==> src/rtl/c2f_req_arb.sv <==
// Purpose: buffers one memory request per GPC thread, issues them round-robin onto the C2F ring, routes RD_RSP back to the owning thread.
// Latency: thread request valid in cycle c -> ring request valid in c+2; ring response in n -> thread return in n+1.
// Backpressure: a thread is ready only with its buffer empty and no read pending; C2F_RspStall freezes issue and keeps buffers.
package c2f_req_arb_pkg;
    typedef enum logic [1:0] {
        RD     = 2'd0,
        WR     = 2'd1,
        RD_RSP = 2'd2,
        WR_RSP = 2'd3
    } t_opcode;

    typedef struct packed {
        t_opcode     opcode;
        logic [31:0] address;
        logic [31:0] data;
    } t_reqEntry;
endpackage

module c2f_req_arb
    import c2f_req_arb_pkg::*;
#(
    parameter int NUM_THREADS = 4,
    parameter int TID_W       = 2
) (
    input  logic                              QClk,
    input  logic                              RstQnnnH,
    input  logic [NUM_THREADS-1:0]            ThrReqValidQ103H,
    input  t_opcode [NUM_THREADS-1:0]         ThrReqOpcodeQ103H,
    input  logic [NUM_THREADS-1:0][31:0]      ThrReqAddressQ103H,
    input  logic [NUM_THREADS-1:0][31:0]      ThrReqDataQ103H,
    output logic [NUM_THREADS-1:0]            ThrReqReadyQnnnH,
    output logic [NUM_THREADS-1:0]            ThrRdPendQnnnH,
    output logic                              C2F_ReqValidQ500H,
    output t_opcode                           C2F_ReqOpcodeQ500H,
    output logic [TID_W-1:0]                  C2F_ReqThreadIDQ500H,
    output logic [31:0]                       C2F_ReqAddressQ500H,
    output logic [31:0]                       C2F_ReqDataQ500H,
    input  logic                              C2F_RspStall,
    input  logic                              C2F_RspValidQ502H,
    input  t_opcode                           C2F_RspOpcodeQ502H,
    input  logic [TID_W-1:0]                  C2F_RspThreadIDQ502H,
    input  logic [31:0]                       C2F_RspDataQ502H,
    output logic [NUM_THREADS-1:0]            ThrRspValidQ503H,
    output logic [31:0]                       ThrRspDataQ503H,
    output logic                              SpurRspQnnnH
);

    t_reqEntry [NUM_THREADS-1:0] reqBuf;
    logic [NUM_THREADS-1:0]      bufValid;
    logic [NUM_THREADS-1:0]      rdPend;
    logic [NUM_THREADS-1:0]      reqAccept;
    logic [TID_W-1:0]            rrPtr;
    logic [TID_W-1:0]            cand;
    logic [TID_W-1:0]            winTid;
    logic                        winVld;
    logic                        rspMatch;

    // Ready depends on registered state only, so a thread can never refill in the cycle its read returns.
    assign ThrReqReadyQnnnH = ~bufValid & ~rdPend;
    assign ThrRdPendQnnnH   = rdPend;
    assign reqAccept        = ThrReqValidQ103H & ThrReqReadyQnnnH;
    assign rspMatch         = C2F_RspValidQ502H && (C2F_RspOpcodeQ502H == RD_RSP)
                              && rdPend[C2F_RspThreadIDQ502H];

    // Round-robin pick: first buffered thread searching upward from the last winner, suppressed by stall.
    always_comb begin
        winVld = 1'b0;
        winTid = '0;
        cand   = '0;
        if (!C2F_RspStall) begin
            for (int i = 1; i <= NUM_THREADS; i++) begin
                cand = rrPtr + TID_W'(i);
                if (!winVld && bufValid[cand]) begin
                    winVld = 1'b1;
                    winTid = cand;
                end
            end
        end
    end

    // Per-thread single-entry buffers: fill on accept, drain on grant (never both for one thread).
    always_ff @(posedge QClk or negedge RstQnnnH) begin
        if (!RstQnnnH) begin
            bufValid <= '0;
            reqBuf   <= '0;
        end else begin
            for (int t = 0; t < NUM_THREADS; t++) begin
                if (reqAccept[t]) begin
                    bufValid[t] <= 1'b1;
                    reqBuf[t]   <= '{opcode:  ThrReqOpcodeQ103H[t],
                                     address: ThrReqAddressQ103H[t],
                                     data:    ThrReqDataQ103H[t]};
                end else if (winVld && (winTid == TID_W'(t))) begin
                    bufValid[t] <= 1'b0;
                end
            end
        end
    end

    // Outstanding-read tracking: set when a read is granted, cleared by its matching RD_RSP.
    always_ff @(posedge QClk or negedge RstQnnnH) begin
        if (!RstQnnnH) begin
            rdPend <= '0;
        end else begin
            for (int t = 0; t < NUM_THREADS; t++) begin
                if (winVld && (winTid == TID_W'(t)) && (reqBuf[t].opcode == RD)) begin
                    rdPend[t] <= 1'b1;
                end else if (rspMatch && (C2F_RspThreadIDQ502H == TID_W'(t))) begin
                    rdPend[t] <= 1'b0;
                end
            end
        end
    end

    // Ring request registers and round-robin pointer; pointer starts at the top so thread 0 wins first.
    always_ff @(posedge QClk or negedge RstQnnnH) begin
        if (!RstQnnnH) begin
            rrPtr                <= TID_W'(NUM_THREADS - 1);
            C2F_ReqValidQ500H    <= 1'b0;
            C2F_ReqOpcodeQ500H   <= RD;
            C2F_ReqThreadIDQ500H <= '0;
            C2F_ReqAddressQ500H  <= '0;
            C2F_ReqDataQ500H     <= '0;
        end else begin
            C2F_ReqValidQ500H <= winVld;
            if (winVld) begin
                rrPtr                <= winTid;
                C2F_ReqOpcodeQ500H   <= reqBuf[winTid].opcode;
                C2F_ReqThreadIDQ500H <= winTid;
                C2F_ReqAddressQ500H  <= reqBuf[winTid].address;
                C2F_ReqDataQ500H     <= reqBuf[winTid].data;
            end
        end
    end

    // Response return to the owning thread, plus a sticky flag for responses nobody was waiting for.
    always_ff @(posedge QClk or negedge RstQnnnH) begin
        if (!RstQnnnH) begin
            ThrRspValidQ503H <= '0;
            ThrRspDataQ503H  <= '0;
            SpurRspQnnnH     <= 1'b0;
        end else begin
            ThrRspValidQ503H <= rspMatch ? (NUM_THREADS'(1) << C2F_RspThreadIDQ502H) : '0;
            if (rspMatch) begin
                ThrRspDataQ503H <= C2F_RspDataQ502H;
            end
            if (C2F_RspValidQ502H && !rspMatch) begin
                SpurRspQnnnH <= 1'b1;
            end
        end
    end

endmodule
==> config.mk <==
export PLATFORM = sky130hd
export DESIGN_NAME = c2f_req_arb
export DESIGN_NICKNAME = d
export VERILOG_FILES = /design/src/rtl/c2f_req_arb.sv
export SDC_FILE = /design/constraint.sdc
export NUM_CORES = 1
export LEC_CHECK = 0
export BUFFER_PORTS_ARGS = -buffer_cell sky130_fd_sc_hd__buf_2
export CAP_MARGIN = 20
export CORE_MARGIN = 4
export CORE_UTILIZATION = 50
export CTS_BUF_LIST = sky130_fd_sc_hd__clkbuf_8
export DETAILED_ROUTE_END_ITERATION = 8
export PLACE_DENSITY = 0.76
export SYNTH_ARGS = -nofsm -noshare
export SYNTH_HDL_FRONTEND = slang
export SYNTH_SLANG_ARGS = --single-unit
==> constraint.sdc <==
create_clock -name QClk -period 4.7 [get_ports QClk]
set_input_delay 0.235 -clock QClk [delete_from_list [all_inputs] [get_ports QClk]]
set_output_delay 0.235 -clock QClk [all_outputs]
set_load 0.01 [all_outputs]
# Word-level counts from Yosys, hierarchy flattened

Index checks and enable logic that the tools add are counted.

Input port bits: 308
Bits in registers: 380
Bits in latches: 0
Bits in read-only memories: 0
Logic and storage cells: 128
Memories: 0
Output and inout port bits: 114
RAM bits: 0

Multiplexer cells: 42
Bitwise logic cells: 4
Div/mod/pow operators: 0
Multipliers: 0
Shift operators: 1
Add/subtract/negate cells: 3
Magnitude comparators: 6
Eq/ne operators: 7
Reductions and logical operators: 36

Operator list:

| cell                | count |
|---|---|
| $bmux 66 s2         | 1 |
| $mux 66             | 1 |
| $mux 1              | 29 |
| $logic_and 1x1->1   | 18 |
| $lt 2x3->1 const B  | 6 |
| $reduce_bool 2->1   | 8 |
| $logic_not 2->1     | 6 |
| $bmux 1 s2          | 5 |
| $eq 2x2->1 const B  | 5 |
| $mux 2              | 5 |
| $and 4x4->4         | 2 |
| $not 4->4           | 2 |
| $add 2x2->2 const B | 2 |
| $eq 2x1->1 const B  | 2 |
| $logic_not 1->1     | 4 |
| $mux 4              | 1 |
| $shl 1x2->4 const A | 1 |
| $add 2x1->2 const B | 1 |

# Longest topological paths before layout

Gate-level depths: netlist (run 1).

Depth in word-level cells: 21
Depth in mapped cells: 8

# Worst setup path before layout (run 1)

No wires, ideal clock.

Path type: reg2reg
From: register rrPtr[0]
To: register C2F_ReqAddressQ500H[14]
Buffers on the path: 3
Clock period less this slack: 1805 ps
Arrival: 1666 ps
Cell stages (with the launch flop): 9
Path slack: 2895 ps
Setup time: 138 ps
Required time: 4562 ps
Cells stage by stage: dfstp_2 nand2b_1 a21o_1 and3_1 buf_4 buf_6 buf_6 mux2i_1 o211ai_1

Longest elaborated chain between the ends: 19

Ends and longest elaborated chain:

| element                      | line | RTL |
|---|---|---|
| start, declared              | 52   | `logic [TID_W-1:0] rrPtr;` |
| start signal, assigned       | 118  | `rrPtr <= TID_W'(NUM_THREADS - 1);` |
| start signal, assigned       | 127  | `rrPtr <= winTid;` |
| $add 2x1->2                  | 72   | `cand = rrPtr + TID_W'(i);` |
| $bmux 1 s2                   | 73   | `if (!winVld && bufValid[cand]) begin` |
| $mux 1 (not written as such) | 73   |  |
| $mux 1                       | 73   |  |
| $mux 1                       | 70   | `if (!C2F_RspStall) begin` |
| $logic_not 1->1              | 73   |  |
| $logic_and 1x1->1            | 73   |  |
| $mux 1                       | 73   |  |
| [3 not listed]               | n/a  |  |
| $mux 1                       | 73   |  |
| $mux 1                       | 70   |  |
| $logic_not 1->1              | 73   |  |
| $logic_and 1x1->1            | 73   |  |
| $mux 2                       | 73   |  |
| $mux 2                       | 70   |  |
| $bmux 66 s2                  | 130  | `C2F_ReqAddressQ500H <= reqBuf[winTid].address;` |
| $mux 66                      | n/a  |  |
| end signal, assigned         | 130  |  |
| end, declared                | 36   | `output logic [31:0] C2F_ReqAddressQ500H,` |

Parallel ways exist; a longest one is shown, timed or not. The select of a mux whose other input is x is not followed.
A chain may end at the register's enable or synchronous reset.

# Worst setup path after layout (run 1)

From: register rrPtr[0]
To: register C2F_ReqDataQ500H[28]

Longest elaborated chain between the ends: 19

Ends and longest elaborated chain:

| element                       | line | RTL |
|---|---|---|
| $add 2x1->2                   | 72   |  |
| $bmux 1 s2                    | 73   |  |
| $mux 1 (not written as such)  | 73   |  |
| $mux 1                        | 73   |  |
| $mux 1                        | 70   |  |
| $logic_not 1->1               | 73   |  |
| $logic_and 1x1->1             | 73   |  |
| $mux 1                        | 73   |  |
| [3 not listed]                | n/a  |  |
| $mux 1                        | 73   |  |
| $mux 1                        | 70   |  |
| $logic_not 1->1               | 73   |  |
| $logic_and 1x1->1             | 73   |  |
| $mux 2                        | 73   |  |
| $mux 2                        | 70   |  |
| $bmux 66 s2                   | 131  | `C2F_ReqDataQ500H <= reqBuf[winTid].data;` |
| $mux 66 (not written as such) | 131  |  |
| end signal, assigned          | 131  |  |
| end, declared                 | 37   | `output logic [31:0] C2F_ReqDataQ500H,` |

Parallel ways exist; a longest one is shown, timed or not. The select of a mux whose other input is x is not followed.

==> summary.txt, run 1 <==
Leakage: 10.8 nW
Final instance area: 0.0235 mm2
Initial Util: 51.1%
Worst vdd ir: 0.623 mV
First-pass DRT Iterations: 5
Synth warn: 0
Reg2reg setup slack: 1.71 ns
Final Slew Violations: 0
Post-DP HPWL: 32.6 mm
Top cells by area, synth: dfrtp_1, mux2_2, o21ai_0
Gate Count Post-Synth: 1391
Crit end category: register
CP Class: register to register
Power density cells: 647 mW/mm2
Yosys top cell area share: 56.5%
Routed vias: 14800
Area of the mapped netlist: 0.0167 mm2
Critical Path AT: 3.44 ns
Clock Path Buffers: 3
Max Fclk: 334 MHz
Critical Path RT: 5.15 ns
Slew headroom: 26.8%
WL per Instance: 23.4 um
Classification of the worst-slack hold path: input pin to register
Shortest period the worst path allows: 2.99 ns
CTS clk-pin slew, worst paths: 0.07 ns
Die area: 0.0365 mm2
Synth Area in XOR/XNOR: 0%
Max Cap Viol: 0
# setup viols final: 0
Crit Path Max Fanout: 49
Area growth syn-to-layout: 40.6%
H-tree Lvls: 2
Die height: 191 um
Post-synthesis net count: 1699
Post-route ant nets: 0
Grt total ovfl: 0
Clk root buf: clkbuf_8
TritonCTS Buffers: 61
TritonCTS sink count: 380
Port-buffer cells: 421
Register area share after synthesis: 56.8%
Post-synthesis compound-gate area fraction: 11.2%
Die width: 191 um
Routed WL: 60.3 mm
Initial antenna violation count: 10
Hold Fails Final Rpt: 0
FFs w/ async S/R, synth: 100%
First-pass GRT wire length: 91.3 mm
Post-Synth Adder-Cell Area: 0%
Outcome: finished clean
Synth Flop Type: dfrtp_1
Area leader, netlist: dfrtp_1
Skew final: 0.0197 ns
Worst slew pin tran: 1.10 ns
Clock Latency Late Sink: 0.62 ns
Number of vias per cell: 5.76
Dpl cell area: 0.0191 mm2
Residual DRC: 0
Synthesized area per cell: 12.0 um2
Total GRT Usage: 32.1%
Starting DRT DRC Count: 1198
# rows: 66
I/O Pins: 422
Worst hold margin: 0.154 ns
Main combinational cell family by area after synthesis: multiplexers
EDFF count, synth: 0
Core ar.: 0.0328 mm2
Netlist cell types: 35
GPL Wtd Cong: 0.835
#FFs+latches synth: 380
Vias in the first global route: 15900
RSZ-0062 raised after global routing: no
Fin util: 71.8%
Total negative slack: 0 ns
Simple-gate portion of the synthesized area: 7.68%
Filler instances: 2061
Final nets: 2381
Multiplexer share of the synthesized area: 19.6%
Final period utilization: 63.7%
Share of layout cells above drive strength 1: 36.8%
Largest net degree at the start of global routing: 134
TritonCTS clock tree: done
Crit start category: register
cell families after synthesis:
| kind of cell | count (synthesis) |
|---|---|
| flip-flops | 380 |
| multiplexers | 297 |
| AO/OA/AOI/OAI | 284 |
| AND/OR/NAND/NOR | 239 |
| buffers and inverters | 191 |
registers in the layout (all words and copies together), names as in the netlist:
signal / cells
C2F_ReqAddressQ500H: 32
C2F_ReqDataQ500H: 32
C2F_ReqOpcodeQ500H: 2
C2F_ReqThreadIDQ500H: 2
C2F_ReqValidQ500H: 1
SpurRspQnnnH: 1
ThrRdPendQnnnH: 4
ThrRspDataQ503H: 32
ThrRspValidQ503H: 4
bufValid: 4
reqBuf: 264
rrPtr: 2
where the power goes:
group | leakage [nW] | switching (mW) | internal [mW] | total (mW)
clock network | 0.735 | 1.39 | 1.63 | 3.02
registers | 4.59 | 0.988 | 4.91 | 5.90
logic | 5.48 | 3.43 | 2.87 | 6.30
total | 10.8 | 5.81 | 9.40 | 15.2
layer usage:
metal	global-route usage [%]	vias to the layer above	share of wire, %
met5	0	-	0
met4	19.5	0	6.6
met3	7.63	247	8.1
met2	52.3	884	48
met1	38.9	7296	37
li1	-	6400	-
layout make-up:
cell class | count | area (um2) | share of cell area, %
Clock inverter | 34 | 219 | 0.931
Multi-Input combinational cell | 820 | 6490 | 27.6
Timing Repair Buffer | 741 | 5380 | 22.9
Inverter | 69 | 259 | 1.10
Antenna cell | 10 | 25.0 | 0.106
Clock buffer | 79 | 1090 | 4.62
Tap cell | 442 | 553 | 2.35
Sequential cell | 380 | 9510 | 40.4
timing repair:
action | 4_1_cts | 5_1_grt
setup buffers | 0 | 0
gates resized for setup | 0 | 0
endpoints found under the hold margin | 407 | 0
hold buffers | 302 | 0
worst paths after layout:
kind / from / endpoint / cells after the start
setup / recovery: rrPtr[0]$_DFFE_PN1P_ / C2F_ReqDataQ500H[28]$_DFFE_PN0P_ / 6
hold / removal: C2F_RspOpcodeQ502H[1] / ThrRspValidQ503H[3]$_DFF_PN0_ / 4
setup reg to reg: rrPtr[0]$_DFFE_PN1P_ / C2F_ReqDataQ500H[28]$_DFFE_PN0P_ / 6
hold reg to reg: SpurRspQnnnH$_DFFE_PN0P_ / SpurRspQnnnH$_DFFE_PN0P_ / 1
max in group asynchronous: RstQnnnH / ThrRspDataQ503H[21]$_DFFE_PN0P_ / 3
min in group asynchronous: RstQnnnH / reqBuf[248]$_DFFE_PN0P_ / 2
stage by stage:
stage	instances	setup WS, ns	power (mW)
floorplan	1391	2.90	9.73
global placement	2145	1.84	11.3
detailed placement	2146	1.82	11.6
CTS	2561	1.80	14.8
global route	2575	1.59	16.0
finish	2575	1.71	15.2
cell usage after synthesis (2+ instances only):
cell and count:
buf_2 30, inv_1 68, nand3b_1 2, o21ai_0 136, buf_1 8, and3_1 2, mux2_2 230, clkbuf_1 76
nand3_1 3, a21oi_1 2, a311oi_1 66, dfstp_2 2, mux2i_1 66, buf_6 3, and2_1 4, nor2_1 11
o31ai_1 3, and4_1 66, nand2_1 141, nand2b_1 6, o211ai_1 66, buf_4 5, a21o_1 6, dfrtp_1 378
cells in the final DEF, fill, tap and decap left out, types with 3 or more instances in the layout:
cell type / n
dfrtp_1: 378
dlygate4sd3_1: 302
and2_4: 4
diode_2: 10
clkinv_2: 13
o211ai_1: 66
a21o_1: 3
buf_4: 11
mux2_2: 230
nor2_1: 11
buf_12: 5
buf_2: 420
nand2_1: 141
mux2i_1: 66
nand2b_1: 6
inv_1: 82
and4_1: 66
o31ai_1: 3
clkbuf_8: 79
a311oi_1: 66
o21ai_0: 136
worst max-delay path: stages, from the launching register on:
cell	delay [ns]
dfstp_2	0.54
nand2b_1	0.14
a21o_4	0.43
and3_4	0.69
buf_4	0.52
mux2i_1	0.30
o211ai_1	0.12
Note: power is estimated with default switching activity, not from simulation.
==> run 2, diff against run 1 <==
--- a/config.mk
+++ b/config.mk
@@ -11,7 +11,7 @@
 export CORE_UTILIZATION = 50
 export CTS_BUF_LIST = sky130_fd_sc_hd__clkbuf_8
 export DETAILED_ROUTE_END_ITERATION = 8
-export PLACE_DENSITY = 0.76
+export PLACE_DENSITY = 0.79
 export SYNTH_ARGS = -nofsm -noshare
 export SYNTH_HDL_FRONTEND = slang
 export SYNTH_SLANG_ARGS = --single-unit
==> constraint.sdc (replaced) <==
create_clock -name QClk -period 2.7 [get_ports QClk]
set_input_delay 0.135 -clock QClk [delete_from_list [all_inputs] [get_ports QClk]]
set_output_delay 0.135 -clock QClk [all_outputs]
set_load 0.01 [all_outputs]
==> run 2 against run 1 <==
  * Utilization rose by 0.37 points
  * Critical path type unchanged
  * Highest routed layer is now met5
  * Power rose by 74%
  * First-iteration DRC count rose by 4.7%
  * Sequential share of layout area fell by 0.21 points
  * Worst hold slack got worse by 0.065 ns
  * Via count rose by 2.7%
  * Cell count rose by 0.35%
  * Die area did not move
==> summary.txt, run 2 (synthesis results as in run 1) <==
Outcome: finished clean (unchanged)
Routed WL: 61.3 mm (was 60.3 mm)
Crit Path Max Fanout: 37 (was 49)
Routed vias: 15200 (was 14800)
Post-DP HPWL: 33.3 mm (was 32.6 mm)
Slew headroom: 36.3% (was 26.8%)
CTS clk-pin slew, worst paths: 0.08 ns (was 0.07 ns)
Crit start category: register (unchanged)
Worst R2R Path Depth: 5 (was 6)
Reg2reg setup slack: 0.42 ns (was 1.71 ns)
TritonCTS clock tree: done (unchanged)
Number of vias per cell: 5.89 (was 5.76)
Residual DRC: 0 (unchanged)
Hold Fails Final Rpt: 0 (unchanged)
Critical Path RT: 3.23 ns (was 5.15 ns)
RSZ-0062 raised after global routing: no (unchanged)
Grt total ovfl: 0 (unchanged)
Core ar.: 0.0328 mm2 (unchanged)
I/O Pins: 422 (unchanged)
Worst vdd ir: 1.12 mV (was 0.623 mV)
Worst path slowest cell: dfstp_2 (was and3_4)
Crit path largest cell delay: 0.53 ns (was 0.69 ns)
WL per Instance: 23.7 um (was 23.4 um)
CP cell instances: nand2b_1 > o22a_1 > nand3_4 > buf_12 > o211ai_1 (was nand2b_1 > a21o_4 > and3_4 > buf_4 > mux2i_1 > o211ai_1)
Most frequent cells in the layout: buf_2, dfrtp_1, dlygate4sd3_1, mux2_2, nand2_1 (unchanged)
Final nets: 2396 (was 2381)
Port-buffer cells: 421 (unchanged)
Post-route ant nets: 0 (unchanged)
Worst path buffer plus inverter count: 1 (unchanged)
TritonCTS sink count: 380 (unchanged)
Commonest non-fill, non-tap cell in the layout: buf_2 (unchanged)
Skew final: 0.0386 ns (was 0.0197 ns)
Delay-heaviest family, CP: compound AO/OA/AOI/OAI gates (was simple AND/OR/NAND/NOR gates)
Max Fclk: 439 MHz (was 334 MHz)
Starting DRT DRC Count: 1254 (was 1198)
Total GRT Usage: 33.1% (was 32.1%)
Vias in the first global route: 16700 (was 15900)
Total negative slack: 0 ns (unchanged)
GPL Wtd Cong: 0.841 (was 0.835)
RR Startpoint: rrPtr[0]$_DFFE_PN1P_ (unchanged)
First-pass DRT Iterations: 5 (unchanged)
Largest register FFs: 264 (unchanged)
Worst hold margin: 0.0896 ns (was 0.154 ns)
TritonCTS Buffers: 60 (was 61)
Die height: 191 um (unchanged)
Top reg by flops: reqBuf (unchanged)
Postcts setup bufs: 0 (unchanged)
# rows: 66 (unchanged)
Final Slew Violations: 0 (unchanged)
Classification of the worst-slack hold path: input pin to async pin (was input pin to register)
# setup viols final: 0 (unchanged)
Area growth syn-to-layout: 41.3% (was 40.6%)
Largest net degree at the start of global routing: 134 (unchanged)
CP Depth: 5 (was 6)
Initial antenna violation count: 5 (was 10)
CP Class: register to register (unchanged)
Worst slew pin tran: 0.955 ns (was 1.10 ns)
H-tree Lvls: 2 (unchanged)
Reg-to-reg critical path endpoint: C2F_ReqAddressQ500H[21]$_DFFE_PN0P_ (was C2F_ReqDataQ500H[28]$_DFFE_PN0P_)
Clock Path Buffers: 3 (unchanged)
Final period utilization: 84.4% (was 63.7%)
Die width: 191 um (unchanged)
Shortest period the worst path allows: 2.28 ns (was 2.99 ns)
Critical Path AT: 2.81 ns (was 3.44 ns)
Share of layout cells above drive strength 1: 36.7% (was 36.8%)
Power density cells: 1120 mW/mm2 (was 647 mW/mm2)
Initial Util: 51.1% (unchanged)
Die area: 0.0365 mm2 (unchanged)
Clk root buf: clkbuf_8 (unchanged)
Leakage: 10.9 nW (was 10.8 nW)
First-pass GRT wire length: 93.8 mm (was 91.3 mm)
Max Cap Viol: 0 (unchanged)
Clock Latency Late Sink: 0.65 ns (was 0.62 ns)
Crit end category: register (unchanged)
==> run 2: changes by cell type in the layout (fill, tap and decap cells not counted), sizes merged <==
cell / change
clkbuf: -3
dlygate4sd3: +2
inv: +8
bufinv: -2
clkinvlp: +2
clkinv: -6
diode: -6
buf: +14
==> run 2: worst max path at each step <==
stage	startpoint	end	slack (ns)
after floorplan	rrPtr[0]$_DFFE_PN1P_	C2F_ReqAddressQ500H[14]$_DFFE_PN0P_	0.90
after global placement	rrPtr[0]$_DFFE_PN1P_	C2F_ReqDataQ500H[28]$_DFFE_PN0P_	0.69
after detailed placement	rrPtr[0]$_DFFE_PN1P_	C2F_ReqAddressQ500H[30]$_DFFE_PN0P_	0.57
after CTS	rrPtr[0]$_DFFE_PN1P_	C2F_ReqAddressQ500H[30]$_DFFE_PN0P_	0.55
after global routing	bufValid[3]$_DFFE_PN0P_	C2F_ReqAddressQ500H[21]$_DFFE_PN0P_	0.36
final	rrPtr[0]$_DFFE_PN1P_	C2F_ReqAddressQ500H[21]$_DFFE_PN0P_	0.42
==> run 2: worst register-to-register path, stage by stage (launching register included) <==
cell and delay, ns:
dfstp_2 0.53, nand2b_1 0.16, o22a_1 0.29, nand3_4 0.43, buf_12 0.40, o211ai_1 0.37
==> run 2: per-stage QoR <==
| step | instances | power [mW] | utilization (%) | worst slack, ns | area, um2 |
|---|---|---|---|---|---|
| floorplan | 1391 | 16.9 | - | 0.895 | 16700 |
| global placement | 2164 | 20.0 | 59.1 | 0.686 | 19400 |
| detailed placement | 2164 | 20.5 | 59.1 | 0.570 | 19400 |
| CTS | 2580 | 25.7 | 72.1 | 0.549 | 23600 |
| global route | 2583 | 27.8 | 72.1 | 0.355 | 23600 |
| finish | 2584 | 26.5 | 72.1 | 0.421 | 23600 |
==> run 2: power by group <==
group	switching [mW]	total (mW)	internal, mW	leakage [nW]
clock	2.40	4.93	2.53	0.706
sequential	1.73	10.3	8.54	4.59
combinational	6.11	11.3	5.19	5.59
==> run 2: area by class of cell <==
cell class	count	area [um2]
sequential	380	9510
fill	2061	9140
multi-input combinational	820	6490
timing repair buffer	757	5610
clock buffer	76	1050
tap	442	553
inverter	69	259
clock inverter	36	160
antenna	4	10.0
==> run 2: metal layers <==
metal	up-vias	GRT usage [%]	routed length [um]
li1	6427	-	-
met1	7477	38.3	21800
met2	1038	55.4	30100
met3	283	7.58	5180
met4	2	21.6	4170
met5	-	0	13
==> run 2: timing repair <==
item	in CTS	in global routing
hold endpoints to repair	414	0
hold buffers	304	0
resized for setup	0	0
